**src/rtl/and_gate_pkg.sv**
```systemverilog
// Shared definitions for the and_gate block.
//   AND_DEFAULT_WIDTH : default operand width
//   AND_DEFAULT_CNT_W : default width of the output-high cycle counter
//   sat_inc()         : increment that holds at a supplied maximum
package and_gate_pkg;

  localparam int AND_DEFAULT_WIDTH = 1;
  localparam int AND_DEFAULT_CNT_W = 8;

  // Operands are carried at 32 bits so one function serves every counter
  // width up to 32; callers narrow the result back to their own width.
  function automatic logic [31:0] sat_inc(input logic [31:0] cnt,
                                          input logic [31:0] max);
    return (cnt == max) ? cnt : cnt + 32'd1;
  endfunction

endpackage

```
**src/rtl/and_gate_if.sv**
```systemverilog
// Signal bundle for the and_gate block.
//   a, b    : operands (driven by master)
//   y       : combinational a & b
//   y_q     : registered a & b
//   y_all_q : registered "all bits of a & b high"
//   hi_cnt  : saturating count of cycles with a & b nonzero
// Modports: master drives operands and observes results; slave is the gate.
interface and_gate_if
  import and_gate_pkg::*;
#(
  parameter int WIDTH = AND_DEFAULT_WIDTH,
  parameter int CNT_W = AND_DEFAULT_CNT_W
);

  logic [WIDTH-1:0] a;
  logic [WIDTH-1:0] b;
  logic [WIDTH-1:0] y;
  logic [WIDTH-1:0] y_q;
  logic             y_all_q;
  logic [CNT_W-1:0] hi_cnt;

  modport master (output a, b, input y, y_q, y_all_q, hi_cnt);
  modport slave  (input a, b, output y, y_q, y_all_q, hi_cnt);

endinterface

```
**src/rtl/and_gate_sat_cnt.sv**
```systemverilog
// Saturating up-counter.
//   clk : rising-edge clock
//   rst : synchronous active-high clear, wins over inc
//   inc : count this cycle
//   cnt : current count; holds at all-ones, never wraps
module and_gate_sat_cnt
  import and_gate_pkg::*;
#(
  parameter int CNT_W = AND_DEFAULT_CNT_W
) (
  input  logic             clk,
  input  logic             rst,
  input  logic             inc,
  output logic [CNT_W-1:0] cnt
);

  localparam logic [CNT_W-1:0] CNT_MAX = '1;

  logic [CNT_W-1:0] cnt_p1;

  // Stage p1: counter register
  always_ff @(posedge clk) begin
    if (rst) begin
      cnt_p1 <= '0;
    end else if (inc) begin
      cnt_p1 <= CNT_W'(sat_inc(32'(cnt_p1), 32'(CNT_MAX)));
    end
  end

  assign cnt = cnt_p1;

endmodule

```
**src/rtl/and_gate.sv**
```systemverilog
// Bitwise 2-input AND with optional registered outputs.
//   clk : rising-edge clock, used only by the registered outputs
//   rst : synchronous active-high reset of the registered outputs
//   bus : and_gate_if slave -- a, b in; y (combinational), y_q, y_all_q,
//         hi_cnt (registered, one cycle latency) out
// y never depends on clk or rst. With REG_OUT = 0 the registered outputs
// are tied to zero.
module and_gate
  import and_gate_pkg::*;
#(
  parameter int WIDTH   = AND_DEFAULT_WIDTH,
  parameter int CNT_W   = AND_DEFAULT_CNT_W,
  parameter bit REG_OUT = 1'b1
) (
  input  logic    clk,
  input  logic    rst,
  and_gate_if.slave bus
);

  // Stage p0: combinational AND
  logic [WIDTH-1:0] y_p0;

  assign y_p0  = bus.a & bus.b;
  assign bus.y = y_p0;

  generate
    if (REG_OUT) begin : g_reg
      logic [WIDTH-1:0] y_p1;
      logic             y_all_p1;
      logic [CNT_W-1:0] hi_cnt_p1;

      // Stage p1: registered result and all-high flag
      always_ff @(posedge clk) begin
        if (rst) begin
          y_p1     <= '0;
          y_all_p1 <= 1'b0;
        end else begin
          y_p1     <= y_p0;
          y_all_p1 <= &y_p0;
        end
      end

      and_gate_sat_cnt #(.CNT_W(CNT_W)) u_sat_cnt (
        .clk (clk),
        .rst (rst),
        .inc (|y_p0),
        .cnt (hi_cnt_p1)
      );

      assign bus.y_q     = y_p1;
      assign bus.y_all_q = y_all_p1;
      assign bus.hi_cnt  = hi_cnt_p1;
    end else begin : g_noreg
      assign bus.y_q     = '0;
      assign bus.y_all_q = 1'b0;
      assign bus.hi_cnt  = '0;
    end
  endgenerate

endmodule

```
**src/flat_wrapper.sv**
```systemverilog
// flat-port wrapper written by rule: the top's interface ports become plain ports
module and_gate_flat import and_gate_pkg::*;
#(
  parameter int WIDTH   = AND_DEFAULT_WIDTH,
  parameter int CNT_W   = AND_DEFAULT_CNT_W,
  parameter bit REG_OUT = 1'b1
)
  (clk, rst, bus_a, bus_b, bus_y, bus_y_q, bus_y_all_q, bus_hi_cnt);
  and_gate_if #(.WIDTH(WIDTH), .CNT_W(CNT_W)) bus_i ();
  input  logic clk;
  input  logic rst;
  input wire logic [$bits(bus_i.a)-1:0] bus_a;
  input wire logic [$bits(bus_i.b)-1:0] bus_b;
  output wire logic [$bits(bus_i.y)-1:0] bus_y;
  output wire logic [$bits(bus_i.y_q)-1:0] bus_y_q;
  output wire logic [$bits(bus_i.y_all_q)-1:0] bus_y_all_q;
  output wire logic [$bits(bus_i.hi_cnt)-1:0] bus_hi_cnt;
  assign bus_i.a = bus_a;
  assign bus_i.b = bus_b;
  assign bus_y = bus_i.y;
  assign bus_y_q = bus_i.y_q;
  assign bus_y_all_q = bus_i.y_all_q;
  assign bus_hi_cnt = bus_i.hi_cnt;
  and_gate #(.WIDTH(WIDTH), .CNT_W(CNT_W), .REG_OUT(REG_OUT)) u_core (.clk(clk), .rst(rst), .bus(bus_i));
endmodule
```
**config.mk**
```make
export PLATFORM = sky130hd
export DESIGN_NAME = and_gate_flat
export DESIGN_NICKNAME = d
export VERILOG_FILES = /design/src/rtl/and_gate_pkg.sv /design/src/rtl/and_gate_if.sv /design/src/rtl/and_gate_sat_cnt.sv /design/src/rtl/and_gate.sv /design/src/flat_wrapper.sv
export SDC_FILE = /design/constraint.sdc
export NUM_CORES = 1
export LEC_CHECK = 0
export ABC_AREA = 1
export CORE_MARGIN = 4
export CORE_UTILIZATION = 39
export DETAILED_ROUTE_END_ITERATION = 8
export HOLD_SLACK_MARGIN = 0.05
export PLACE_DENSITY = 0.71
export SLEW_MARGIN = 15
export SYNTH_ARGS = -nofsm -noshare
export SYNTH_HDL_FRONTEND = slang
export SYNTH_SLANG_ARGS = --single-unit
```
**constraint.sdc**
```tcl
create_clock -name clk -period 1.4 [get_ports clk]
set_clock_uncertainty 0.15 [all_clocks]
set_input_delay 0.35 -clock clk [delete_from_list [all_inputs] [get_ports clk]]
set_output_delay 0.35 -clock clk [all_outputs]
set_load 0.05 [all_outputs]
```
# Word-level counts from Yosys, hierarchy flattened
# Index checks and enable logic that the tools add are counted.
# word_totals
rom_bits	0
mem_count	0
ram_bits	0
input_bits	4
output_inout_bits	11
regBits	9
word_cells	7
latchBits	0
# classes
n_mux	0
bitwise_logic	2
reduce_logical	1
shifts	0
add_sub_neg	1
n_lt_le_gt_ge	0
n_div	0
multipliers	0
n_eq_ne	1
# ops
operator	n
8-bit by 1-bit adder with 8-bit output, second input constant	1
8-bit equality test, second input constant	1
2-bit AND reduction	1
1-bit bitwise AND	1
1-bit inverter	1

# Longest topological paths before layout
# Gate-level depths: netlist (run 1).
# logic_depth
ltp_word	3
depth_mapped	8

# Modules after synthesis
# From an unflattened synthesis (run 1), not the netlist that was laid out.
# hier_totals
cells_unflattened	77
hier_area_um2	518.0
# by_module_without_submodules
mod	seq_area_each_um2	instances	area_per_inst_um2	cells_each
and_gate_sat_cnt	160.2	1	476.7	72
and_gate	20.0	1	41.3	5

# Worst setup path after synthesis (run 1)
# No wires, ideal clock.
# synth_path
path_kind	flip-flop to flip-flop
startpoint	reg u_core.g_reg.u_sat_cnt.cnt_p1[1] (netlist: u_core.g_reg.u_sat_cnt.cnt[1])
endpoint	reg u_core.g_reg.u_sat_cnt.cnt_p1[0] (netlist: u_core.g_reg.u_sat_cnt.cnt[0])
stages_incl_launch_ff	9
arrival_ns	1.489
setup_time_ns	0.115
slack_ns	-0.353
synth_period_minus_slack_ns	1.753
path_cell_list	dfxtp_1 ha_1 nand2_2 nor2_4 nand2_4 nand2_4 inv_2 nor2_1 nor2_1
# synth_between
elab_chain_cells	3
# synth_rtl
element	line	text
start, declared	and_gate_sat_cnt.sv:19	logic [CNT_W-1:0] cnt_p1;
start signal, assigned	and_gate_sat_cnt.sv:26	cnt_p1 <= CNT_W'(sat_inc(32'(cnt_p1), 32'(CNT_MAX)));
8-bit equality test	and_gate_pkg.sv:14	return (cnt == max) ? cnt : cnt + 32'd1;
1-bit inverter (no source line)	-	
2-bit AND reduction (no source line)	-	
# Every way passes these cells.
# A chain may end at the register's enable or synchronous reset.

# Final worst setup path (run 1)
# layout_path
startpoint	in bus_b
endpoint	out bus_y
# layout_between
elab_chain_cells	1
# layout_rtl
element	line	text
start, declared	flat_wrapper.sv:13	input wire logic [$bits(bus_i.b)-1:0] bus_b;
1-bit bitwise AND	and_gate.sv:23	assign y_p0 = bus.a & bus.b;
end, declared	flat_wrapper.sv:14	output wire logic [$bits(bus_i.y)-1:0] bus_y;
# Every way passes these cells.

==> results by group, run 1 <==
Status
  – Status: complete, no violations

Logic synthesis
  – Syn Nets: 79
  – Simple-gate portion of the synthesized area: around 45%
  – Sequential area share after synthesis: 35.6%
  – Ys Warns: 0
  – Syn Area/Cell: 6.85 µm²
  – Synth unique cells: 17
  – Syn Inst Count: 74
  – Synth Area in Compound Gates: 6.91%
  – Largest family of logic cells by synthesized area: simple AND/OR/NAND/NOR gates
  – Xor and xnor area share after synthesis: 0%
  – FF+latch count, synth: 9
  – Synth Cell Area: 507 µm²
  – Mux cell area share after synthesis: 0%
  – Adder-Cell Fraction of Synth Area: 2.47%

Critical path
  – Worst Setup Start Kind: primary input
  – Critical-path cell list: dlygate4sd2_1 -> nand2_2 -> inv_2 -> buf_12
  – Worst-path maximum fanout: 2
  – Required @ worst endpoint: 0.90 ns
  – Critical setup path kind: primary input to output port
  – CP Buf/Inv Count: 3
  – Crit path depth: 4
  – Critical Path End Type: output port
  – R2R depth: 8
  – Crit-path leading delay family: buffers and inverters
  – Slowest stage delay, CP: 0.24 ns
  – Critical Path AT: between 0.8 and 0.9 ns
  – CP max stage cell: dlygate4sd2_1

STA
  – Minimum clock period: 1.36 ns
  – Final Hold Fails: 0
  – Unrepaired setup endpoints after global routing: true
  – Final period utilization: between 90% and 100%
  – Final Slew Violations: 0
  – Hold_ws: 0.379 ns
  – Relative max-transition margin: 83.7%
  – Setup ws final: 0.0415 ns
  – Fmax: roughly 740 MHz
  – Final setup viols: 0
  – Tightest Pin Transition: approximately 0.24 ns

Clock tree
  – Clock sinks: 9
  – Num CTS Buffers: 3
  – CTS Root Cell: clkbuf_4
  – H-tree levels: 1
  – TritonCTS clock tree: done
  – CTS clk-pin slew, worst paths: 0.06 ns
  – Clk buf depth: 2
  – Worst-Skew Late Latency: between 0.2 and 0.3 ns

Power and ir drop
  – Clock power share: 34.6%
  – Cell Int Power: 0.426 mW
  – Reg power frac: 46.4%
  – Sw power: 0.160 mW
  – Power Density: 678 nW/µm²
  – Comb power frac: a little under a fifth
  – Sw Share: 27.3%
  – Static leakage: 0.387 nW
  – Peak supply drop: 0.000424 V

Floorplanning
  – Die ar.: 1940 µm²
  – Initial Util: 43.3%
  – Core area: 1170 µm²
  – Rows: 12
  – Die W: 44.0 µm
  – Die H: 44.0 µm
  – IO Pins: 15

Drt
  – Wirelength, routed: around 1200 µm
  – Drt via density: 4.81
  – Remaining antenna violation count: 0
  – WL/cell: 10.7 µm
  – DR vias: 534
  – DRC: 0
  – DR pass1 iterations: 4
  – DR iter-0 viols: 15

Cells and area
  – Register area: 195 µm²
  – Final #Nets: 103
  – Area grow syn2layout: 70.6%
  – Multi-input logic area: 287 µm²
  – Share of cells above drive strength 1: 42.3%
  – # diodes: 0
  – Non-filler cells, final: 111
  – FILL cells: 86

Global route
  – Largest net degree at the start of global routing: 9
  – Vias in the first global route: between 400 and 500
  – Gr usage total: 14.4%
  – Antenna violations before repair: 0
  – First-pass GRT wire length: a little over 2000 µm
  – Gr ovfl total: 0

Placed design
  – Setup WS pre-CTS: -0.280 ns
  – DP HPWL: 877 µm
  – GPL Wtd Cong: 0.762
  – Port Buf Inserts: 14
  – # placed instances: 105

Run
  – Max-Cap Viols: 0

Hold path
  – Worst hold stages: 1
  – Worst hold path class: flip-flop to flip-flop
power by group through the flow:
stage               Combinational, mW  Sequential, mW  Clock, mW
finish                          0.111           0.272      0.203
floorplan                      0.0351           0.292          0
global placement                0.107           0.278          0
global route                    0.119           0.273      0.230
detailed placement              0.108           0.278          0
CTS                             0.111           0.272      0.214
per-layer routing:
layer | up-vias | global-route usage, % | routed length (µm)
met5 | - | 0 | 0
met4 | 0 | 3.61 | 8
met1 | 236 | 18.6 | 540
met3 | 2 | 7.72 | 99
met2 | 14 | 20.9 | 537
li1 | 282 | - | -
path summary, 6_finish.rpt:
| kind | slack [ns] | to | startpoint |
|---|---|---|---|
| hold / removal | 0.38 | u_core.g_reg.u_sat_cnt.cnt[4] | u_core.g_reg.u_sat_cnt.cnt[4] |
| setup / recovery | 0.04 | bus_y | bus_b |
| hold reg to reg | 0.38 | u_core.g_reg.u_sat_cnt.cnt[4] | u_core.g_reg.u_sat_cnt.cnt[4] |
| setup reg to reg | 0.08 | u_core.g_reg.u_sat_cnt.cnt[0] | u_core.g_reg.u_sat_cnt.cnt[0] |
cells in the mapped netlist:
cell,n,area [µm²]
a21oi_1,3,15.0
ha_1,1,12.5
nor2_4,2,22.5
nand3_1,5,25.0
buf_4,1,7.51
nand2_1,12,45.0
nand2_2,4,25.0
nor3_1,1,5.00
inv_2,3,11.3
o21ai_0,2,10.0
nor3_2,1,10.0
inv_1,9,33.8
nand2_4,2,22.5
o21ai_1,2,10.0
dfxtp_1,9,180
nand4_1,3,18.8
nor2_1,14,52.6
registers in the layout (all words and copies together), names as in the netlist:
register and cells:
u_core.g_reg.u_sat_cnt.cnt 8, u_core.bus.y_q 1
cells by family after synthesis:
group                    Yosys count
AO/OA/AOI/OAI                      7
flip-flops                         9
adder cells (fa/ha/maj)            1
buffers and inverters             13
AND/OR/NAND/NOR                   44
per-stage QoR:
step / util [%] / power [mW] / TNS, ns / area, µm²
floorplan: - / 0.327 / 0 / 534
global placement: 70.4 / 0.385 / -2.03 / 825
detailed placement: 70.4 / 0.386 / -2.20 / 825
CTS: 73.7 / 0.598 / 0 / 863
global route: 73.8 / 0.622 / -0.0175 / 865
finish: 73.8 / 0.586 / 0 / 865
timing repair:
| item | in CTS | in global routing |
|---|---|---|
| hold buffers | 0 | 0 |
| pin swaps | 1 | 1 |
| hold endpoints to repair | 0 | 0 |
| gates resized for setup | 2 | 1 |
| buffers inserted | 2 | 0 |
| setup endpoints to repair | 2 | 3 |
layout make-up:
class | count | area share (%)
Clock buffer | 4 | 3.04
Inverter | 12 | 5.21
Multi-Input combinational cell | 52 | 33.1
Sequential cell | 9 | 22.6
Tap cell | 14 | 2.03
Timing Repair Buffer | 20 | 34.0
placed cells by master, fill, tap and decap left out:
cell type	instances
a21oi_1	3
buf_12	11
buf_4	6
clkbuf_1	1
clkbuf_4	3
clkdlybuf4s15_1	1
clkdlybuf4s50_1	1
dfxtp_1	1
dfxtp_2	6
dfxtp_4	2
dlygate4sd2_1	1
ha_4	1
inv_1	9
inv_2	3
nand2_1	12
nand2_2	4
nand2_4	2
nand3_1	5
nand4_1	3
nor2_1	14
nor2_4	2
nor3_1	1
nor3_2	1
o21ai_0	2
o21ai_1	2
(Power assumes the default switching activity.)
==> inputs of run 2 (changes only) <==
- CORE_UTILIZATION: 39 -> 35
- PLACE_DENSITY: 0.71 -> not set
==> run 2 against run 1 <==
Compared with the run above: worst setup slack got worse by 0.014 ns; power increased by 1.3%; flip-flop and latch count unchanged; final cell count unchanged; worst hold slack got worse by 0.025 ns; design area decreased by 0.87%; wire length increased by 3.5%; core utilization decreased by 9.6 points.
==> results by group, run 2 (synthesized netlist as in run 1, its figures left out) <==
Power and ir drop
  – Final Power: 0.594 mW (+1.3%)
  – Power Density: 693 nW/µm² (+2.2%)
  – Peak supply drop: 0.000427 V (+0.71%)
  – Static leakage: 0.383 nW (-0.95%)

Critical path
  – Required @ worst endpoint: 0.90 ns (about the same)
  – Critical Path End Type: output port
  – CP max stage cell: dlygate4sd2_1
  – Crit-path leading delay family: buffers and inverters
  – Worst-path maximum fanout: 2 (unchanged)
  – Critical setup path kind: primary input to output port
  – Slowest stage delay, CP: 0.24 ns (about the same)
  – Worst Setup Start Kind: primary input
  – CP Buf/Inv Count: 3 (unchanged)
  – Critical-path cell list: dlygate4sd2_1 -> nand2_2 -> inv_2 -> buf_12
  – Critical Path AT: 0.87 ns (about the same)

Global route
  – Gr usage total: 14.1% (-0.27 points)
  – Largest net degree at the start of global routing: 9 (unchanged)
  – First-pass GRT wire length: 2030 µm (-0.69%)
  – Antenna violations before repair: 0 (unchanged)
  – Vias in the first global route: 479 (+3.2%)
  – Gr ovfl total: 0 (unchanged)

Floorplanning
  – IO Pins: 15 (unchanged)
  – Die ar.: 2120 µm² (+9.3%)
  – Die H: 46.1 µm (+4.6%)
  – Core area: 1330 µm² (+14%)
  – Rows: 13 (+1)
  – Die W: 46.1 µm (+4.6%)
  – Initial Util: 38.0% (-5.3 points)

Cells and area
  – Area grow syn2layout: 69.1%
  – Share of cells above drive strength 1: 41.7% (-0.60 points)
  – Final #Nets: 102 (-0.97%)
  – FILL cells: 125 (+45%)
  – Max reg flops: 8 (unchanged)
  – Multi-input logic area: 287 µm² (unchanged)
  – Most frequent cells in the layout: nor2_1, nand2_1, buf_12
  – Register area: 195 µm² (unchanged)
  – # diodes: 0 (unchanged)
  – Most common cell after layout, fill and taps aside: nor2_1
  – Non-filler cells, final: 111 (unchanged)
  – Post-route core utilization: 64.3% (-9.6 points)

STA
  – Fmax: 729 MHz (-1.0%)
  – Tightest Pin Transition: 0.260 ns (+0.0154 ns)
  – Final setup viols: 0 (unchanged)
  – Relative max-transition margin: 82.7% (-1.0 points)
  – Final Hold Fails: 0 (unchanged)
  – Setup ws final: 0.0275 ns (-0.0139 ns)
  – Unrepaired setup endpoints after global routing: false
  – Minimum clock period: 1.37 ns (+0.0139 ns)
  – Final period utilization: 98.0% (+1.0 points)
  – Final Slew Violations: 0 (unchanged)

Placed design
  – # placed instances: 104 (-0.95%)
  – Port Buf Inserts: 14 (unchanged)
  – DP HPWL: 891 µm (+1.6%)
  – GPL Wtd Cong: 0.761 (-0.18%)
  – Setup WS pre-CTS: -0.288 ns (-0.00806 ns)

Hold path
  – Worst hold path class: flip-flop to flip-flop

Clock tree
  – Worst-Skew Late Latency: 0.27 ns (about the same)
  – Clock sinks: 9 (unchanged)
  – TritonCTS clock tree: done
  – Clk buf depth: 2 (unchanged)
  – Cts hold-fix bufs: 0 (unchanged)
  – H-tree levels: 1 (unchanged)
  – CTS clk-pin slew, worst paths: 0.06 ns (about the same)
  – CTS Root Cell: clkbuf_4
  – Num CTS Buffers: 3 (unchanged)

Status
  – Status: complete, no violations

Drt
  – Wirelength, routed: 1230 µm (+3.5%)
  – DR vias: 526 (-1.5%)
  – DRC: 0 (unchanged)
  – WL/cell: 11.0 µm (+3.5%)
  – Remaining antenna violation count: 0 (unchanged)
  – DR pass1 iterations: 2 (-2)
  – Drt via density: 4.74 (-1.5%)
  – DR iter-0 viols: 5 (-10)

Run
  – Max-Cap Viols: 0 (unchanged)
## run 2: per-layer routing
layer | part of all wire (%) | vias up | routed length [µm] | track usage, %
li1 | - | 275 | - | -
met1 | 46 | 231 | 567 | 16.6
met2 | 44 | 13 | 541 | 19.8
met3 | 6.2 | 7 | 76 | 6.64
met4 | 3.3 | 0 | 40 | 10.2
met5 | 0 | - | 0 | 0
## run 2: where the power goes
part | switching [mW] | leakage [nW] | internal, mW
registers | 0.0109 | 0.0775 | 0.261
logic | 0.0559 | 0.291 | 0.0542
clock network | 0.102 | 0.0150 | 0.110
## run 2: layout make-up
class,instances,area share [%]
Multi-Input combinational cell,52,33.4
Timing Repair Buffer,19,33.3
Sequential cell,9,22.8
Inverter,12,5.26
Clock buffer,4,3.07
Tap cell,15,2.19
## run 2: worst paths after layout
kind                                               startpoint                       endpoint  slack [ns]  cells after the start
worst max register to register  u_core.g_reg.u_sat_cnt.cnt[0]  u_core.g_reg.u_sat_cnt.cnt[0]        0.09                      8
worst min-delay path            u_core.g_reg.u_sat_cnt.cnt[4]  u_core.g_reg.u_sat_cnt.cnt[4]        0.35                      1
worst min register to register  u_core.g_reg.u_sat_cnt.cnt[4]  u_core.g_reg.u_sat_cnt.cnt[4]        0.35                      1
worst max-delay path                                    bus_b                          bus_y        0.03                      4
## run 2: what timing repair did
action                                  4_1_cts  5_1_grt
gates resized for setup                       2        0
hold endpoints to repair                      0        0
endpoints found under the setup margin        2        1
pin swaps                                     1        0
buffers inserted                              2        1
## run 2: metrics by stage
stage / cell area, µm² / TNS [ns] / hold slack (ns)
global placement: 811 / -2.10 / 0.346
detailed placement: 811 / -2.19 / 0.352
floorplan: 534 / 0 / 0.272
CTS: 850 / 0 / 0.362
finish: 857 / 0 / 0.354
global route: 857 / 0 / 0.396
